--- src/rtl/tpic_loopback_check.sv ---
// Watches the TPIC daisy-chain: every bit leaving the chain end must equal the bit that
// entered CHAIN_BITS sclks earlier, and every frame must be exactly CHAIN_BITS sclks long.
//
// state    | meaning
// ---------+---------------------------------------------------------------
// IDLE     | disabled; status outputs and delay line hold
// WAIT_RCK | enabled; discard the partial frame until the next rck rise
// SHIFT    | in a frame; shift/compare one bit per sclk rise
// EVAL     | one clk; publish frame status and clear the accumulators
module tpic_loopback_check #(
    parameter int CHAIN_BITS = 432,
    parameter int IDX_W      = 9,
    parameter int CNT_W      = 16
) (
    input  logic             clk,
    input  logic             reset,
    input  logic             enable,
    input  logic             tpic_sclk,
    input  logic             tpic_rck,
    input  logic             tpic_sout,
    input  logic             tpic_miso,
    output logic             frame_done,
    output logic             frame_ok,
    output logic             len_err,
    output logic             primed,
    output logic [CNT_W-1:0] mismatch_cnt,
    output logic [IDX_W-1:0] first_err_idx,
    output logic [CNT_W-1:0] frame_cnt
);

    // bit_cnt is one bit wider than IDX_W so it can reach CHAIN_BITS+1 for any legal IDX_W
    localparam logic [IDX_W:0] LEN     = (IDX_W+1)'(CHAIN_BITS);
    localparam logic [IDX_W:0] LEN_SAT = (IDX_W+1)'(CHAIN_BITS + 1);

    typedef enum logic [1:0] {IDLE, WAIT_RCK, SHIFT, EVAL} state_t;

    state_t                  state, state_nxt;
    logic [2:0]              sclk_sync, rck_sync;
    logic [1:0]              sout_sync, miso_sync;
    logic                    sclk_rise, rck_rise, sout_d, miso_d;
    logic [CHAIN_BITS-1:0]   hist;
    logic [IDX_W:0]          bit_cnt;
    logic [CNT_W-1:0]        err_cnt;
    logic [IDX_W-1:0]        err_idx;
    logic                    len_bad;

    always_ff @(posedge clk or negedge reset) begin
        if (!reset) begin
            sclk_sync <= '0;
            rck_sync  <= '0;
            sout_sync <= '0;
            miso_sync <= '0;
        end else begin
            sclk_sync <= {sclk_sync[1:0], tpic_sclk};
            rck_sync  <= {rck_sync[1:0], tpic_rck};
            sout_sync <= {sout_sync[0], tpic_sout};
            miso_sync <= {miso_sync[0], tpic_miso};
        end
    end

    // data is taken from the same stage that produces the sclk edge
    assign sclk_rise = sclk_sync[1] & ~sclk_sync[2];
    assign rck_rise  = rck_sync[1] & ~rck_sync[2];
    assign sout_d    = sout_sync[1];
    assign miso_d    = miso_sync[1];
    assign len_bad   = (bit_cnt != LEN);

    always_ff @(posedge clk or negedge reset) begin
        if (!reset) state <= IDLE;
        else        state <= state_nxt;
    end

    always_comb begin
        state_nxt = state;
        case (state)
            IDLE:     if (enable)   state_nxt = WAIT_RCK;
            WAIT_RCK: if (rck_rise) state_nxt = SHIFT;
            SHIFT:    if (rck_rise) state_nxt = EVAL;
            EVAL:                   state_nxt = SHIFT;
            default:                state_nxt = IDLE;
        endcase
        if (!enable) state_nxt = IDLE;
    end

    always_ff @(posedge clk or negedge reset) begin
        if (!reset) begin
            hist          <= '0;
            bit_cnt       <= '0;
            err_cnt       <= '0;
            err_idx       <= '1;
            frame_done    <= 1'b0;
            frame_ok      <= 1'b0;
            len_err       <= 1'b0;
            primed        <= 1'b0;
            mismatch_cnt  <= '0;
            first_err_idx <= '1;
            frame_cnt     <= '0;
        end else begin
            frame_done <= 1'b0;
            if (!enable || state == WAIT_RCK) begin
                bit_cnt <= '0;
                err_cnt <= '0;
                err_idx <= '1;
            end else if (state == SHIFT) begin
                if (sclk_rise) begin
                    if (primed && (bit_cnt < LEN) && (miso_d != hist[CHAIN_BITS-1])) begin
                        if (err_cnt != '1) err_cnt <= err_cnt + CNT_W'(1);
                        if (err_cnt == '0) err_idx <= bit_cnt[IDX_W-1:0];
                    end
                    hist <= {hist[CHAIN_BITS-2:0], sout_d};
                    if (bit_cnt != LEN_SAT) bit_cnt <= bit_cnt + (IDX_W+1)'(1);
                end
            end else if (state == EVAL) begin
                // status lands together with the frame_done pulse
                frame_done    <= 1'b1;
                len_err       <= len_bad;
                frame_ok      <= primed & ~len_bad & (err_cnt == '0);
                mismatch_cnt  <= err_cnt;
                first_err_idx <= err_idx;
                frame_cnt     <= frame_cnt + CNT_W'(1);
                primed        <= ~len_bad;
                bit_cnt       <= '0;
                err_cnt       <= '0;
                err_idx       <= '1;
            end
        end
    end

endmodule

--- config.mk ---
export PLATFORM = sky130hd
export DESIGN_NAME = tpic_loopback_check
export DESIGN_NICKNAME = d
export VERILOG_FILES = /design/src/rtl/tpic_loopback_check.sv
export SDC_FILE = /design/constraint.sdc
export NUM_CORES = 1
export LEC_CHECK = 0
export ABC_AREA = 0
export CORE_MARGIN = 3
export CORE_UTILIZATION = 35
export CTS_BUF_LIST = sky130_fd_sc_hd__clkbuf_8
export CTS_CLUSTER_DIAMETER = 100
export DETAILED_ROUTE_END_ITERATION = 8
export GPL_TIMING_DRIVEN = 1
export HOLD_SLACK_MARGIN = 0.15
export RECOVER_POWER = 100
export SKIP_LAST_GASP = 1
export SLEW_MARGIN = 10
export SYNTH_ARGS = -nofsm -noshare
export SYNTH_HDL_FRONTEND = slang
export SYNTH_SLANG_ARGS = --single-unit
export TNS_END_PERCENT = 30
--- constraint.sdc ---
create_clock -name clk -period 4.6 [get_ports clk]
set_clock_uncertainty 0.15 [all_clocks]
set_input_delay 0.92 -clock clk [delete_from_list [all_inputs] [get_ports clk]]
set_output_delay 0.92 -clock clk [all_outputs]
set_load 0.05 [all_outputs]
==> results_dict.tcl, run 1 <==
set metrics [dict create \
    slew_violations 99 \
    grt_pass1_wl_um 63300 \
    netlist_instances 2221 \
    powerDensity_nw_per_um2 396 \
    portBuffers 51 \
    rsz0062_at_grt "false" \
    cts_sinks 524 \
    place_congestion 0.771 \
    viasPerCell 4.47 \
    maxSlewHeadroom -0.859 \
    synth_seq_cells 524 \
    clk_latency_ns 0.64 \
    antenna_found_initial 1 \
    syn2layout_area_growth_pct 15.2 \
    hold_violations 0 \
    gr-total-overflow 0 \
    status "finished, violations left" \
    grt_max_degree 105 \
    start_util 0.356 \
    cts_buffers 89 \
    period_needed_ns 3.67 \
    htreeDepth 3 \
    place_area_sq_um 21500 \
    dpl.cell_count 2940 \
    finalCritPeriodShare 0.799 \
    finish.instance_area_sq_um 23200 \
    nNetsFinal 2288 \
    track_usage 0.122 \
    setup_slack_ns 0.926 \
    synth_top_area_share 0.629 \
    violations "max-capacitance violations, max-slew violations" \
    drt_iter0_drc 934 \
    min-delay-start "rck_sync[0]" \
    synth-seq-area-share 0.652 \
    tightestPinTransition_ns 2.79 \
    ys_top_cells_by_area "dfrtp_1 63%, nand2_1 26%, dfstp_2 2.3%" \
    yosysTopAreaCell "dfrtp_1" \
    place_ws_ns 1.17 \
    place_hpwl_um 19800 \
    setup_tns_ns 0 \
    finalPower_uw 9190 \
    core_area_sq_um 56600 \
    setup_violations 0 \
    cp_max_fo 31 \
    drt_wl_total_um 35500 \
    reg2reg_from "state[1]" \
    crit_path_end_kind "flop" \
    synth_edf_count 0 \
    fin_cells 3099 \
    cp-start-kind "input pin" \
    num_io_pins 52 \
    ant_nets 0 \
    max_freq_mhz 272 \
    first_global_vias 13747 \
    ir_drop_uv 193 \
    r2r_end "err_cnt[10]" \
    syn_area_sq_um 20100 \
    cts-hold-fix-buffers 0 \
    drc_errors 0 \
    synthDistinctLibCells 54 \
    hp-class "flop to flop" \
    async_flop_share 1.00 \
    vias 13866 \
    arrival_ns 4.07 \
    fp.dieW_um 246 \
    syn-num-nets 2234 \
    p_leak_uw 0.0129 \
    syn_area_per_cell_sq_um 9.07 \
    fp.dieH_um 246 \
    drv_cap 1 \
    cp_data_required_time_ns 4.99 \
    synthFlopType "dfrtp_1" \
    mostFrequentLayoutCells "1395 x nand2_1, 506 x dfrtp_1, 113 x clkbuf_8" \
    final_common_cell "nand2_1" \
    wl_per_cell_um 11.4 \
    root_buffer "clkbuf_8" \
    crit_start "enable" \
    hold_depth 0 \
    max-clock-path-buffers 3 \
    crit_type "input pin to flop" \
    placement_rows 87 \
    path_clk_slew_ns 0.06 \
    hold_path_end "rck_sync[1]" \
    worstRegToRegCells 7 \
    ctsResizeCount 0 \
    die_area_sq_um 60500 \
    first_pass_iters 5 \
    reg2reg_slack_ns 1.40 \
    drive_gt1_frac 0.0734 \
    ys_warn_count 0 \
    post-cts-setup-buffers 0 \
    cts_tree "done" \
]
==> worst max-delay path, stage by stage <==
cell and delay, ns:
dlygate4sd3_1 0.66, and3b_1 0.22, clkbuf_1 0.70, nand2_4 0.42
a211oi_1 0.28, clkbuf_1 0.50, a41oi_1 0.20, a31oi_1 0.16
==> area by class of cell <==
type                    count  area (sq um)
diodes                      1          2.50
clock buffers             113          1560
clock inverters            45           215
fillers                  5538         33400
inverters                   9          33.8
multi-input cells        1576          6490
flip-flops and latches    524         13100
well taps                 756           946
repair buffers             75           830
==> how the worst max path moves through the flow <==
stage / depth (start not counted) / slack, ns / end
2_1_floorplan: 7 / 2.21 / err_cnt[13]
3_3_place_gp: 7 / 1.20 / frame_cnt[14]
3_5_place_dp: 7 / 1.17 / frame_cnt[14]
4_1_cts: 1 / 1.46 / first_err_idx[1]
5_1_grt: 8 / 0.75 / err_cnt[10]
6_report: 8 / 0.93 / err_cnt[10]
==> per-stage QoR <==
| step | util | hold slack [ns] |
|---|---|---|
| 4_1_cts | 0.411 | 0.191 |
| 6_report | 0.410 | 0.194 |
| 3_3_place_gp | 0.379 | 0.185 |
| 3_5_place_dp | 0.379 | 0.185 |
| 5_1_grt | 0.410 | 0.207 |
| 2_1_floorplan | - | 0.181 |
==> cells in the mapped netlist, types with 3 or more instances <==
cell         n
buf_2       43
nand4_1      4
nand3_1     17
nor4_1       3
o21ai_0     16
and3_1       6
dfstp_2     18
ha_1         6
buf_1        6
nor2_1      19
and4_1       5
nand2_1   1396
o22a_1       9
xor2_1       6
clkbuf_1    59
a21oi_1     16
inv_1        8
dfrtp_1    506
nor3_1       6
xnor2_1     13
o21a_1       4
a41oi_1      3
a31oi_1     10
==> registers in the layout, summed over array words and instances, names as in the netlist, 3 cells and up <==
signal	count
bit_cnt	10
frame_cnt	16
hist	432
mismatch_cnt	16
first_err_idx	9
sclk_sync	3
err_cnt	16
err_idx	9
rck_sync	3
==> power by group <==
| part | switching [uW] | internal (uW) | total (uW) |
|---|---|---|---|
| Sequential | 38.3 | 4680 | 4720 |
| Clock | 1810 | 2250 | 4060 |
| Combinational | 309 | 97.1 | 406 |
==> cells by family after synthesis <==
kind of cell               Yosys count  synth area share
muxes                                1          0.000497
buffers and inverters              121            0.0262
DFF                                524             0.652
adders and majority gates            6           0.00373
AOI/OAI and AO/OA                   69            0.0222
and+or+nand+nor                   1481             0.287
xor gates and xnor gates            19           0.00826
==> per-layer routing <==
layer / share of wire / up-vias / track usage
met2: 0.47 / 159 / 0.201
met1: 0.47 / 6670 / 0.156
met3: 0.038 / 85 / 0.0314
li1: - / 6952 / -
met5: 0 / - / 0
met4: 0.026 / 0 / 0.0446
No activity file was read; power rests on OpenSTA's default activity.
==> run 2, diff against run 1 <==
clock period = 3.45 ns   (was 4.6 ns; I/O delays follow)
==> run 2 against run 1 <==
The flow now finishes without violations. Total power grew 32%. Sequential power grew 33%. Cell count is essentially flat. Clock power grew 30%. Via count grew 0.38%. Combinational power grew 33%. Critical path depth shrank 2. Register-to-register slack lost 0.69 ns. First-iteration DRC count grew 4.2%. Setup slack lost 0.50 ns. Hold slack lost 0.0039 ns. Routed wire length grew 0.19%. Critical path type unchanged. Largest cell class unchanged.
==> results_dict.tcl, run 2 (synthesis gave the netlist of run 1 again) <==
set metrics [dict create \
    antenna_found_initial 1 \
    setup_tns_ns 0 \
    grt_pass1_wl_um 63900 \
    rsz0062_at_grt "false" \
    ant_nets 0 \
    die_area_sq_um 60500 \
    wl_per_cell_um 11.5 \
    first_global_vias 13942 \
    hp-class "flop to flop" \
    viasPerCell 4.49 \
    start_util 0.356 \
    drv_cap 0 \
    drive_gt1_frac 0.0722 \
    hold_violations 0 \
    max_freq_mhz 331 \
    cts_buffers 85 \
    syn2layout_area_growth_pct 14.8 \
    slew_violations 0 \
    cts_sinks 524 \
    period_needed_ns 3.02 \
    clk_latency_ns 0.63 \
    track_usage 0.122 \
    post-cts-setup-buffers 0 \
    crit_type "input pin to flop" \
    utilization 0.408 \
    finalCritPeriodShare 0.876 \
    p_leak_uw 0.0128 \
    cts-hold-fix-buffers 1 \
    fp.dieW_um 246 \
    num_io_pins 52 \
    fp.dieH_um 246 \
    htreeDepth 3 \
    root_buffer "clkbuf_8" \
    drt_iter0_drc 973 \
    cp_data_required_time_ns 3.85 \
    core_area_sq_um 56600 \
    cp-start-kind "input pin" \
    path_clk_slew_ns 0.06 \
    nNetsFinal 2292 \
    cts_tree "done" \
    place_congestion 0.784 \
    place_hpwl_um 20200 \
    drt_wl_total_um 35500 \
    ir_drop_uv 228 \
    gr-total-overflow 0 \
    arrival_ns 3.42 \
    max-clock-path-buffers 3 \
    final_common_cell "nand2_1" \
    largest_register_ffs 432 \
    mostFrequentLayoutCells "1395 x nand2_1, 506 x dfrtp_1, 108 x clkbuf_8" \
    ctsResizeCount 0 \
    maxSlewHeadroom 0.0499 \
    status "completed" \
    placement_rows 87 \
    tightestPinTransition_ns 1.43 \
    first_pass_iters 6 \
    cp_max_fo 18 \
    setup_violations 0 \
    drc_errors 0 \
    crit_path_end_kind "flop" \
    vias 13918 \
    regMostFlops "hist" \
    powerDensity_nw_per_um2 523 \
    portBuffers 51 \
    grt_max_degree 160 \
]
run 2: cell count changes in the layout (fill, tap and decap cells not counted), sizes merged:
cell         before  now
dlygate4sd3      50   51
buf              18   16
clkinvlp          3    4
inv              42   32
clkinv            8   12
clkbuf          120  124
run 2: layer usage:
metal	track usage	vias to the layer above	wire length [um]
met5	0	-	0
met4	0.0436	0	844
met3	0.0310	64	1430
met2	0.198	188	16600
met1	0.159	6720	16700
li1	-	6946	-
run 2: critical path, cell delays in order:
cell and delay [ns]:
dlygate4sd3_1 0.73, and3b_1 0.40, and2_1 1.00, clkbuf_1 0.42
nand2_1 0.10, nand2_1 0.07
run 2: layout make-up:
class	instances	area, sq um
Sequential cell	524	13100
Timing Repair Buffer	83	855
Clock inverter	40	210
Antenna cell	1	2.50
Inverter	9	33.8
Multi-Input combinational cell	1576	6450
Clock buffer	108	1490
Fill cell	5595	33500
Tap cell	756	946
run 2: report_power, final:
group | switching (uW) | leakage (uW) | internal [uW] | total, uW
Combinational | 415 | 0.00465 | 125 | 540
Sequential | 49.7 | 0.00723 | 6240 | 6290
Clock | 2380 | 0.000961 | 2880 | 5260
Total | 2850 | 0.0128 | 9250 | 12100
run 2: worst paths after layout:
kind / start / endpoint / slack (ns) / cells past startpoint
max: enable / hist[205] / 0.43 / 6
min in group asynchronous: reset / hist[104] / 0.50 / 2
min: rck_sync[0] / rck_sync[1] / 0.19 / 0
min reg2reg: rck_sync[0] / rck_sync[1] / 0.19 / 0
max in group asynchronous: reset / hist[160] / 0.86 / 3
max reg2reg: state[1] / hist[205] / 0.71 / 5
run 2: stage by stage:
stage               power (uW)  setup slack (ns)  hold slack, ns  std cells  instance area (sq um)
floorplan                 6690              1.29           0.181       2221                  20100
global placement          6980             0.322           0.189       2947                  21500
detailed placement        6990             0.231           0.193       2947                  21500
CTS                      12400             0.560           0.194       3096                  23200
global route             12700             0.282           0.204       3097                  23100
finish                   12100             0.428           0.190       3097                  23100
==> run 3, diff against run 2 <==
CORE_ASPECT_RATIO = 1.75   (was default)
REMOVE_ABC_BUFFERS = 1   (was default)
==> run 3 against run 2 <==
The flow now finishes with violations (max-capacitance violations, max-slew violations). Critical path depth grew 2. Sequential cell count did not move. Global-route usage shrank 0.071 points.
==> results_dict.tcl, run 3 (synthesis gave the netlist of run 1 again) <==
set metrics [dict create \
    max_freq_mhz 341 \
    cp_max_fo 16 \
    crit_type "input pin to flop" \
    whs_ns 0.198 \
    place_hpwl_um 20700 \
    cp-start-kind "input pin" \
    place_congestion 0.802 \
    clk_latency_ns 0.63 \
    violations "max-capacitance violations, max-slew violations" \
    viasPerCell 4.53 \
    mostFrequentLayoutCells "1395 x nand2_1, 506 x dfrtp_1, 101 x clkbuf_8" \
    place_area_sq_um 21500 \
    slew_violations 70 \
    tightestPinTransition_ns 2.05 \
    portBuffers 51 \
    cts_sinks 524 \
    max-clock-path-buffers 3 \
    arrival_ns 3.23 \
    crit_path_end_kind "flop" \
    cts_tree "done" \
    wl_per_cell_um 11.5 \
    rsz0062_at_grt "false" \
    gr-total-overflow 0 \
    core_area_sq_um 56500 \
    setup_tns_ns 0 \
    htreeDepth 3 \
    finalCritPeriodShare 0.850 \
    cp_data_required_time_ns 3.75 \
    placement_rows 115 \
    start_util 0.356 \
    maxSlewHeadroom -0.366 \
    hp-class "flop to flop" \
    finalPower_uw 12000 \
    p_leak_uw 0.0129 \
    finish.instance_area_sq_um 23100 \
    drt_wl_total_um 35600 \
    fp.dieH_um 323 \
    final_common_cell "nand2_1" \
    ant_nets 0 \
    vias 14019 \
    drc_errors 0 \
    ir_drop_uv 216 \
    hold_violations 0 \
    period_needed_ns 2.93 \
    path_clk_slew_ns 0.06 \
    post-cts-setup-buffers 0 \
    cts_buffers 78 \
    die_area_sq_um 60600 \
    track_usage 0.122 \
    first_pass_iters 5 \
    antenna_found_initial 1 \
    powerDensity_nw_per_um2 520 \
    status "finished, violations left" \
    syn2layout_area_growth_pct 14.7 \
    drive_gt1_frac 0.0737 \
    first_global_vias 14155 \
    regMostFlops "hist" \
    grt_max_degree 118 \
    num_io_pins 52 \
    fp.dieW_um 187 \
    utilization 0.409 \
    grt_pass1_wl_um 63800 \
    drv_cap 1 \
    setup_violations 0 \
    largest_register_ffs 432 \
    root_buffer "clkbuf_8" \
    drt_iter0_drc 949 \
    nNetsFinal 2285 \
]
[run 3: critical path, cell delays in order]
cell	delay (ns)
dlygate4sd3_1	0.69
and3b_1	0.33
clkbuf_1	0.52
and3_1	0.26
a211oi_1	0.07
clkbuf_1	0.29
a41oi_1	0.31
a31oi_1	0.07
[run 3: metrics by stage]
step	worst slack, ns	cells
finish	0.519	3096
global route	0.375	3096
floorplan	-6.53	2109
global placement	0.523	2951
CTS	0.535	3095
detailed placement	0.497	2951
[run 3: final timing paths]
kind | start | endpoint | slack (ns) | cells after the start
max reg2reg | state[1] | err_cnt[4] | 0.76 | 7
min | rck_sync[0] | rck_sync[1] | 0.20 | 0
min reg2reg | rck_sync[0] | rck_sync[1] | 0.20 | 0
min in group asynchronous | reset | hist[428] | 1.06 | 2
max | enable | err_cnt[4] | 0.52 | 8
max in group asynchronous | reset | hist[319] | 0.75 | 3
[run 3: power breakdown]
part | total (uW) | internal, uW | leakage [uW] | switching [uW]
sequential | 6280 | 6240 | 0.00723 | 41.9
clock | 5170 | 2790 | 0.000934 | 2380
combinational | 550 | 134 | 0.00469 | 416
total | 12000 | 9170 | 0.0129 | 2840
[run 3: layout make-up]
cell class / count / area [sq um]
inverter: 9 / 33.8
clock inverter: 42 / 246
sequential: 524 / 13100
tap: 760 / 951
antenna: 1 / 2.50
timing repair buffer: 83 / 876
multi-input combinational: 1576 / 6470
fill: 5554 / 33400
clock buffer: 101 / 1390
[run 3: what timing repair did]
action	4_1_cts	5_1_grt
endpoints found under the hold margin	64	0
hold buffers	1	0
gates resized for setup	0	0
[run 3: layer usage]
metal / vias to the layer above / GRT usage / part of all wire
met4: 0 / 0.0533 / 0.026
met1: 6805 / 0.140 / 0.43
met2: 198 / 0.220 / 0.50
met3: 70 / 0.0232 / 0.036
met5: - / 0 / 0
li1: 6946 / - / -
